File: src/rtl/hs_fifo_buffer.sv
// Valid/ready FIFO buffer with registered handshake outputs and one-cycle latency.
// Optional occupancy output `level` is enabled by defining HS_FIFO_LEVEL_EN.
module hs_fifo_buffer #(
  parameter int DATA_W = 32,
  parameter int DEPTH  = 4
) (
  input  logic              clk,
  input  logic              rst,
  input  logic              s_valid,
  output logic              s_ready,
  input  logic [DATA_W-1:0] s_data,
  output logic              m_valid,
  input  logic              m_ready,
  output logic [DATA_W-1:0] m_data
`ifdef HS_FIFO_LEVEL_EN
  ,
  output logic [$clog2(DEPTH):0] level
`endif
);

  localparam int AW = (DEPTH > 1) ? $clog2(DEPTH) : 1;
  localparam int CW = AW + 1;
  localparam logic [CW-1:0] FULL = CW'(DEPTH);

  logic [DATA_W-1:0] mem [DEPTH];
  logic [AW-1:0]     wr_ptr;
  logic [AW-1:0]     rd_ptr;
  logic [CW-1:0]     count;
  logic              wr_en;
  logic              rd_en;

  // Handshake flags come only from the registered count (plus reset), so a
  // read on a full edge cannot open room for a write on that same edge.
  assign s_ready = !rst && (count != FULL);
  assign m_valid = (count != '0);
  assign m_data  = mem[rd_ptr];

  assign wr_en = s_valid && s_ready;
  assign rd_en = m_valid && m_ready;

  always_ff @(posedge clk) begin
    if (rst) begin
      wr_ptr <= '0;
      rd_ptr <= '0;
      count  <= '0;
    end else begin
      if (wr_en) wr_ptr <= wr_ptr + AW'(1);
      if (rd_en) rd_ptr <= rd_ptr + AW'(1);
      case ({wr_en, rd_en})
        2'b10:   count <= count + CW'(1);
        2'b01:   count <= count - CW'(1);
        default: count <= count;
      endcase
    end
  end

  // Storage is never reset; wr_en is already blocked while rst is high.
  always_ff @(posedge clk) begin
    if (wr_en) mem[wr_ptr] <= s_data;
  end

`ifdef HS_FIFO_LEVEL_EN
  assign level = count;
`endif

endmodule

File: config.mk
export PLATFORM = sky130hd
export DESIGN_NAME = hs_fifo_buffer
export DESIGN_NICKNAME = d
export VERILOG_FILES = /design/src/rtl/hs_fifo_buffer.sv
export SDC_FILE = /design/constraint.sdc
export NUM_CORES = 1
export LEC_CHECK = 0
export ABC_AREA = 1
export CAP_MARGIN = 15
export CORE_UTILIZATION = 30
export CTS_CLUSTER_DIAMETER = 120
export DETAILED_ROUTE_END_ITERATION = 10
export PLACE_DENSITY_LB_ADDON = 0.05
export SLEW_MARGIN = 20
export SYNTH_ARGS = -nofsm -noshare
export SYNTH_HDL_FRONTEND = slang
export SYNTH_SLANG_ARGS = --single-unit
File: constraint.sdc
create_clock -name clk -period 4.45 [get_ports clk]
set_clock_uncertainty 0.2 [all_clocks]
set_input_delay 1.335 -clock clk [delete_from_list [all_inputs] [get_ports clk]]
set_output_delay 1.335 -clock clk [all_outputs]
set_load 0.01 [all_outputs]
### Yosys cells after proc, flatten, opt, wreduce, memory -nomap -nowiden

Memories as Yosys holds them, arrays and structs flattened. A register that Yosys moved wholly into a read port is not among the register bits.
Cells that the tools add are included.

* register bits after elaboration: 7
* bits in latches: 0
* RAM bits: 128
* bits in read-only memories: 0
* input bits: 36
* memories kept: 1

Memory list
* mem: words 4, bits a word 32, rd ports 1, clocked after memory_dff 1, wr ports 1, RTL line 25 `logic [DATA_W-1:0] mem [DEPTH];`

* add/subtract/negate cells: 4
* multiply operators: 0
* divide/modulo/power cells: 0
* magnitude comparators: 0
* equal/unequal tests: 3
* shift-type cells: 0
* mux-type cells: 5
* bitwise gates (word level): 0
* reduce and logical (&&, ||, !) cells: 6

Operator list (number)
* one-hot mux 3 bit (2 select lines): 1
* adder 2 x 1 -> 2 bit, second input constant: 2
* two-way mux 2 bit: 2
* adder 3 x 1 -> 3 bit, second input constant: 1
* logical AND 1 bit: 3
* != test 3 bit, second input constant: 1
* nonzero test 3 bit: 1
* subtractor 3 x 1 -> 3 bit, second input constant: 1
* == test 2 x 1 -> 1 bit, second input constant: 1
* == test 2 bit, second input constant: 1
* two-way mux 1 bit: 2
* nonzero test 2 bit: 1
* logical NOT 1 bit: 1

### Logic depth before layout (Yosys ltp)

Gate-level depths: netlist of the first run.

* depth after elaboration: 5
* mapped depth: 13

### Least setup slack after synthesis of the first run

Ideal clock, no wire load.

* path type: input to register
* start point: input port rst
* end point: memory mem[0][0], enable pin
* arrival time: 3011 ps
* data required time: 3829 ps
* setup slack: 818 ps
* stages on the path: 3
* buffers on the path: 0
* cells stage by stage: inv_1 nand3_2 nor2_1

* cells in the longest elaborated chain, start to end: 5

RTL lines
* start: declaration: RTL line 8 `input logic rst,`
* logical NOT 1 bit: RTL line 34 `assign s_ready = !rst && (count != FULL);`
* logical AND 1 bit: RTL line 34
* logical AND 1 bit: RTL line 38 `assign wr_en = s_valid && s_ready;`
* two-way mux 1 bit: RTL line 59 `if (wr_en) mem[wr_ptr] <= s_data;`
* two-way mux 1 bit (implied by the code): RTL line 59
* end: declaration: RTL line 25

No other way between the ends.

### Final worst setup path of the first run

* start point: input port rst
* end point: output port s_ready

* cells in the longest elaborated chain, start to end: 2

RTL lines
* logical NOT 1 bit: RTL line 34
* logical AND 1 bit: RTL line 34
* end: declaration: RTL line 10 `output logic s_ready,`

No other way between the ends.

==> flow_summary.yaml, run 1 <==
pwr:
  powerDensity_nw_per_um2: 572
  p_leak_nw: 2.31
  p_total_mw: 3.91
  vdd_drop_max_uv: 312
clocking:
  cts_resized: 0
  root_buffer: "clkbuf_16"
  clk_pin_slew_ns: 0.06
  ctsLongestPathBuffers: 2
  cts_tree: "done"
  cts_hold_buffers: 0
  clock_tree.htree_level_count: 4
  numCtsBuffers: 17
  cts_setup_buffers: 0
  insertion_delay_ns: 0.41
  clock_sinks: 137
synthesis:
  synthSimpleGateAreaFrac_pct: 7.16
  synthAdderAreaFrac_pct: 1.57
  synth.distinct_cells: 22
  synth-compound-area-share_pct: 10.5
  yosys_warnings: 0
  synth_xor_area_share_pct: 0
  synth_top_cell_by_area: "edfxtp_1"
  synth_top_family_by_area: "compound AO/OA/AOI/OAI gates"
  syn_inst: 379
  synth_top_area_share_pct: 72.8
  avgSynthCellArea_um2: 13.9
  ys_seq_area_share_pct: 76.3
  synth.cell_area_um2: 5280
  mappedNetlistNets: 421
  synth.mux.area_fraction_pct: 0
  synthTopCellsByArea: "edfxtp_1, nor2_1, o22ai_1, o21ai_0, dfxtp_1"
  synth-seq-cells: 137
die:
  rows: 48
  pin_count: 70
  initial_core_util_pct: 30.6
  core_um2: 17200
  dieArea_um2: 18100
  fp.dieH_um: 135
  fp.dieW_um: 135
sta:
  finalHoldViolCount: 0
  fmax_ghz: 0.245
  setup_viol: 0
  finalCritPeriodShare_pct: 91.6
  period_needed_ns: 4.08
  finalSetupTns_ns: 0
  slew_viol_final: 0
  rsz0062_at_grt: "false"
  worst_pin_slew_ns: 0.714
  slew_headroom_pct: 52.3
  layout_setup_ws_ns: 0.373
  fin_hold_ws_ns: 0.310
setup_path:
  crit_top_cell: "clkdlybuf4s50_1"
  cp-start-kind: "input pin"
  worstPathArrival_ns: 2.54
  path_class: "input pin to output pin"
  slowest_delay_ns: 0.56
  endpoint_kind: "output pin"
  critical_path.slowest_cell: "clkdlybuf4s50_1"
  required_ns: 2.91
  critical_path.cell_chain: "clkdlybuf4s50_1 -> a21oi_1 -> clkdlybuf4s50_1"
  crit_fanout: 3
placement:
  postPlaceCellArea_um2: 6200
  dp_hpwl_mm: 6.33
  gp_congestion: 0.648
  pre_cts_ws_ns: 0.353
  portBuffers: 69
  dp.cells: 661
drt:
  drc: 0
  drtIter0Drc: 166
  firstDrtPassIters: 4
  route.antenna.remaining_nets: 0
  wl_per_cell_um: 16.5
  avgViaCountPerCell: 4.60
  drt-total-wl_mm: 11.4
  vias: 3186
layout:
  num_antenna_cells: 0
  syn_to_final_growth_pct: 29.5
  nNetsFinal: 497
  finish.utilization_pct: 39.6
  instances_no_fill: 693
  fin_area_um2: 6830
  drive_gt1_share_pct: 10.0
global_route:
  antenna_found_initial: 0
  first_global_vias: 3245
  overflow: 0
  grt_max_degree: 65
  grt_pass1_wl_mm: 18.0
  grt_usage_pct: 13.7
run_status:
  status: "finished, final reports clean"
worst_hold_path:
  holdCritPathClass: "flip-flop to flip-flop"
flow_run:
  drv_cap: 0
-- report_power, final --
group / switching, mW / internal [mW] / leakage [nW] / total (mW)
Combinational: 0.482 / 0.395 / 0.763 / 0.877
Sequential: 0.0509 / 1.48 / 1.24 / 1.54
Clock: 0.509 / 0.988 / 0.309 / 1.50
-- path summary, 6_finish.rpt --
check                         start                     to  slack, ns  depth (start not counted)
max reg2reg   count[1]$_SDFFE_PP0P_  count[2]$_SDFFE_PP0P_       2.26                         12
max                             rst                s_ready       0.37                          3
min          rd_ptr[1]$_SDFFE_PP0P_              flip-flop       0.31                          2
min reg2reg  rd_ptr[1]$_SDFFE_PP0P_              flip-flop       0.31                          2
-- cells in the final DEF (no fill, tap or decap), types with 2 or more instances in the layout --
| cell | n |
|---|---|
| clkinv_1 | 2 |
| o21ai_0 | 39 |
| clkbuf_16 | 17 |
| nor2_1 | 69 |
| edfxtp_1 | 128 |
| nand2_1 | 13 |
| clkdlybuf4s50_1 | 69 |
| nand3_1 | 4 |
| buf_12 | 2 |
| nor2_4 | 4 |
| nor2_2 | 2 |
| ha_1 | 5 |
| o21ai_1 | 28 |
| clkinv_2 | 4 |
| a21oi_1 | 4 |
| o22ai_1 | 32 |
| bufinv_16 | 5 |
| dfxtp_1 | 8 |
| buf_4 | 5 |
| inv_1 | 17 |
-- worst max-delay path: cells and delay by family --
kind	cells	cell delay (ns)
buffers and inverters	2	1.02
AO/OA/AOI/OAI	1	0.19
-- routing by layer --
metal	track usage, %	share of wire (%)	vias to the layer above
met4	5.81	1.7	0
met2	22.1	49	63
met5	0	0	-
met3	3.87	3.9	18
met1	17.3	45	1559
li1	-	-	1546
-- cells by family (layout without fill, tap and decap cells) --
family          Yosys count  count (layout)
simple gates             95              95
compound gates          103             103
fa+ha+maj                 6               6
flops                   137             137
buf+inv                  38             127
-- cell usage after synthesis (all sizes together) --
library cell and instances:
ha 5, buf 18, edfxtp 128, clkbuf 1, o21ai 67, nand3 5, o22ai 32, fa 1
inv 19, dfxtp 9, nor2 75, nand2 14, a21oi 4, nand4 1
-- area by class of cell --
cell class / count / area (um2)
inverters: 19 / 78.8
repair buffers: 76 / 768
well taps: 225 / 282
clock inverters: 14 / 203
fillers: 1639 / 10400
flip-flops and latches: 137 / 4030
multi-input cells: 204 / 1050
clock buffers: 18 / 429
-- sequential cells by signal, summed over array words and instances (netlist names), named ones only --
register	count
mem	128
rd_ptr	2
wr_ptr	2
count	3
(Power assumes the default switching activity.)
==> inputs of run 2 (changes only) <==
--- a/config.mk
+++ b/config.mk
@@ -7,6 +7,7 @@
 export LEC_CHECK = 0
 export ABC_AREA = 1
 export CAP_MARGIN = 15
+export CORE_ASPECT_RATIO = 1.75
 export CORE_UTILIZATION = 30
 export CTS_CLUSTER_DIAMETER = 120
 export DETAILED_ROUTE_END_ITERATION = 10
==> run 2 against run 1 <==
Against the previous run:
- routed wire length rose by 3.5%
- via count about the same
- global-route usage grew 0.35 points
- total power is 5.4% lower
- non-clock buffer count increased by 3
- first-iteration DRC count down 47%
- clock power is 15% lower
- cell count increased by 0.72%
- worst setup slack improved by 0.0095 ns
- combinational power about the same
- maximum frequency is 0.23% higher
- sequential cell count did not move
==> flow_summary.yaml, run 2 (synthesized netlist as in run 1, its figures left out) <==
run_status:
  status: "finished, final reports clean"
setup_path:
  cp.depth: 3
  timing.rr.start: "count[1]$_SDFFE_PP0P_"
  critPathBufInv: 2
  ff2ff_path_depth: 12
  required_ns: 2.91
  critPathCapture: "s_ready"
  startpoint: "rst"
  crit_fanout: 3
  slowest_delay_ns: 0.57
  r2r_end: "count[2]$_SDFFE_PP0P_"
  path_class: "input pin to output pin"
  cp-start-kind: "input pin"
  critical_path.slowest_cell: "clkdlybuf4s50_1"
  r2r_setup_slack_ns: 2.24
  crit_family: "buffers and inverters"
  endpoint_kind: "output pin"
  worstPathArrival_ns: 2.53
  critical_path.cell_chain: "clkdlybuf4s50_1 -> a21oi_1 -> clkdlybuf4s50_1"
  crit_top_cell: "clkdlybuf4s50_1"
clocking:
  ctsLongestPathBuffers: 2
  clock_tree.htree_level_count: 4
  root_buffer: "clkbuf_16"
  clk_pin_slew_ns: 0.06
  insertion_delay_ns: 0.40
  cts_hold_buffers: 0
  cts_resized: 0
  clock_sinks: 137
  numCtsBuffers: 17
  cts_setup_buffers: 0
  cts_tree: "done"
sta:
  finalHoldViolCount: 0
  finalCritPeriodShare_pct: 91.4
  rsz0062_at_grt: "false"
  period_needed_ns: 4.07
  slew_headroom_pct: 57.9
  worst_pin_slew_ns: 0.631
  slew_viol_final: 0
  setup_viol: 0
  fmax_ghz: 0.246
  finalSetupTns_ns: 0
pwr:
  power.internal_mw: 2.60
  switching_share_pct: 29.6
  powerDensity_nw_per_um2: 548
  power_frac_comb_pct: 23.7
  switchingPower_mw: 1.09
  vdd_drop_max_uv: 229
  p_total_mw: 3.70
  clkPwrFrac_pct: 34.7
  seqPwrFrac_pct: 41.6
  p_leak_nw: 2.27
die:
  rows: 63
  initial_core_util_pct: 30.8
  fp.dieH_um: 177
  dieArea_um2: 18100
  pin_count: 70
  fp.dieW_um: 102
  core_um2: 17100
layout:
  drive_gt1_share_pct: 10.8
  top_register: "mem"
  final_common_cell: "edfxtp_1"
  largestRegisters: "mem x128, count x3"
  nNetsFinal: 500
  layout_common_cells: "edfxtp_1, nor2_1, clkdlybuf4s50_1, o21ai_0, o22ai_1"
  fin_area_um2: 6750
  syn_to_final_growth_pct: 27.8
  num_antenna_cells: 0
  largest_reg_flops: 128
global_route:
  first_global_vias: 3286
  antenna_found_initial: 0
  grt_pass1_wl_mm: 18.1
  grt_usage_pct: 14.1
  overflow: 0
  grt_max_degree: 65
drt:
  avgViaCountPerCell: 4.57
  vias: 3189
  drc: 0
  route.antenna.remaining_nets: 0
  firstDrtPassIters: 4
  drt-total-wl_mm: 11.8
  wl_per_cell_um: 17.0
  drtIter0Drc: 88
flow_run:
  drv_cap: 0
placement:
  dp_hpwl_mm: 6.87
  portBuffers: 69
  gp_congestion: 0.670
  postPlaceCellArea_um2: 6200
worst_hold_path:
  holdCritPathClass: "flip-flop to flip-flop"
## run 2: final cells by class
class / instances / area [um2]
multi-input cells: 204 / 1050
clock buffers: 17 / 425
inverters: 19 / 78.8
fillers: 1658 / 10400
flip-flops and latches: 137 / 4030
well taps: 227 / 284
repair buffers: 79 / 766
clock inverters: 15 / 120
## run 2: metal layers
layer  wire [um]  share of wire, %  track usage [%]  up-vias
met5           0                 0                0        -
li1            -                 -                -     1551
met2        6320                53             25.1       52
met1        5000                42             15.7     1576
met4         179               1.5             6.25        0
met3         337               2.8             3.03       10
## run 2: power by group through the flow
stage | combinational [mW] | sequential (mW) | clock [mW]
after global routing | 0.974 | 1.55 | 1.36
after detailed placement | 0.900 | 1.57 | 0
final | 0.877 | 1.54 | 1.28
after CTS | 0.904 | 1.54 | 1.33
after global placement | 0.894 | 1.57 | 0
after floorplan | 0.521 | 1.53 | 0
## run 2: per-stage QoR
step           hold slack (ns)  util, %  setup slack, ns  std cells
3_3_place_gp             0.317     36.2            0.399        666
6_report                 0.322     39.4            0.382        698
4_1_cts                  0.333     39.4            0.382        698
3_5_place_dp             0.326     36.2            0.400        666
5_1_grt                  0.368     39.4            0.311        698
2_1_floorplan            0.259        -            0.818        379
## run 2: worst reg2reg max path, delay by kind of cell, from the launching register on
family	cells	cell delay, ns
and+or+nand+nor	8	0.83
buffers and inverters	2	0.14
DFF	1	0.33
adders and majority gates	2	0.62
## run 2: worst min-delay path by stage
stage                                start                     end  depth (start not counted)
global placement    rd_ptr[0]$_SDFFE_PP0P_  rd_ptr[0]$_SDFFE_PP0P_                          2
CTS                 rd_ptr[0]$_SDFFE_PP0P_               flip-flop                          2
detailed placement  wr_ptr[1]$_SDFFE_PP0P_  wr_ptr[1]$_SDFFE_PP0P_                          2
global route        rd_ptr[0]$_SDFFE_PP0P_               flip-flop                          2
finish              wr_ptr[1]$_SDFFE_PP0P_  wr_ptr[1]$_SDFFE_PP0P_                          2
floorplan           rd_ptr[1]$_SDFFE_PP0P_               flip-flop                          2
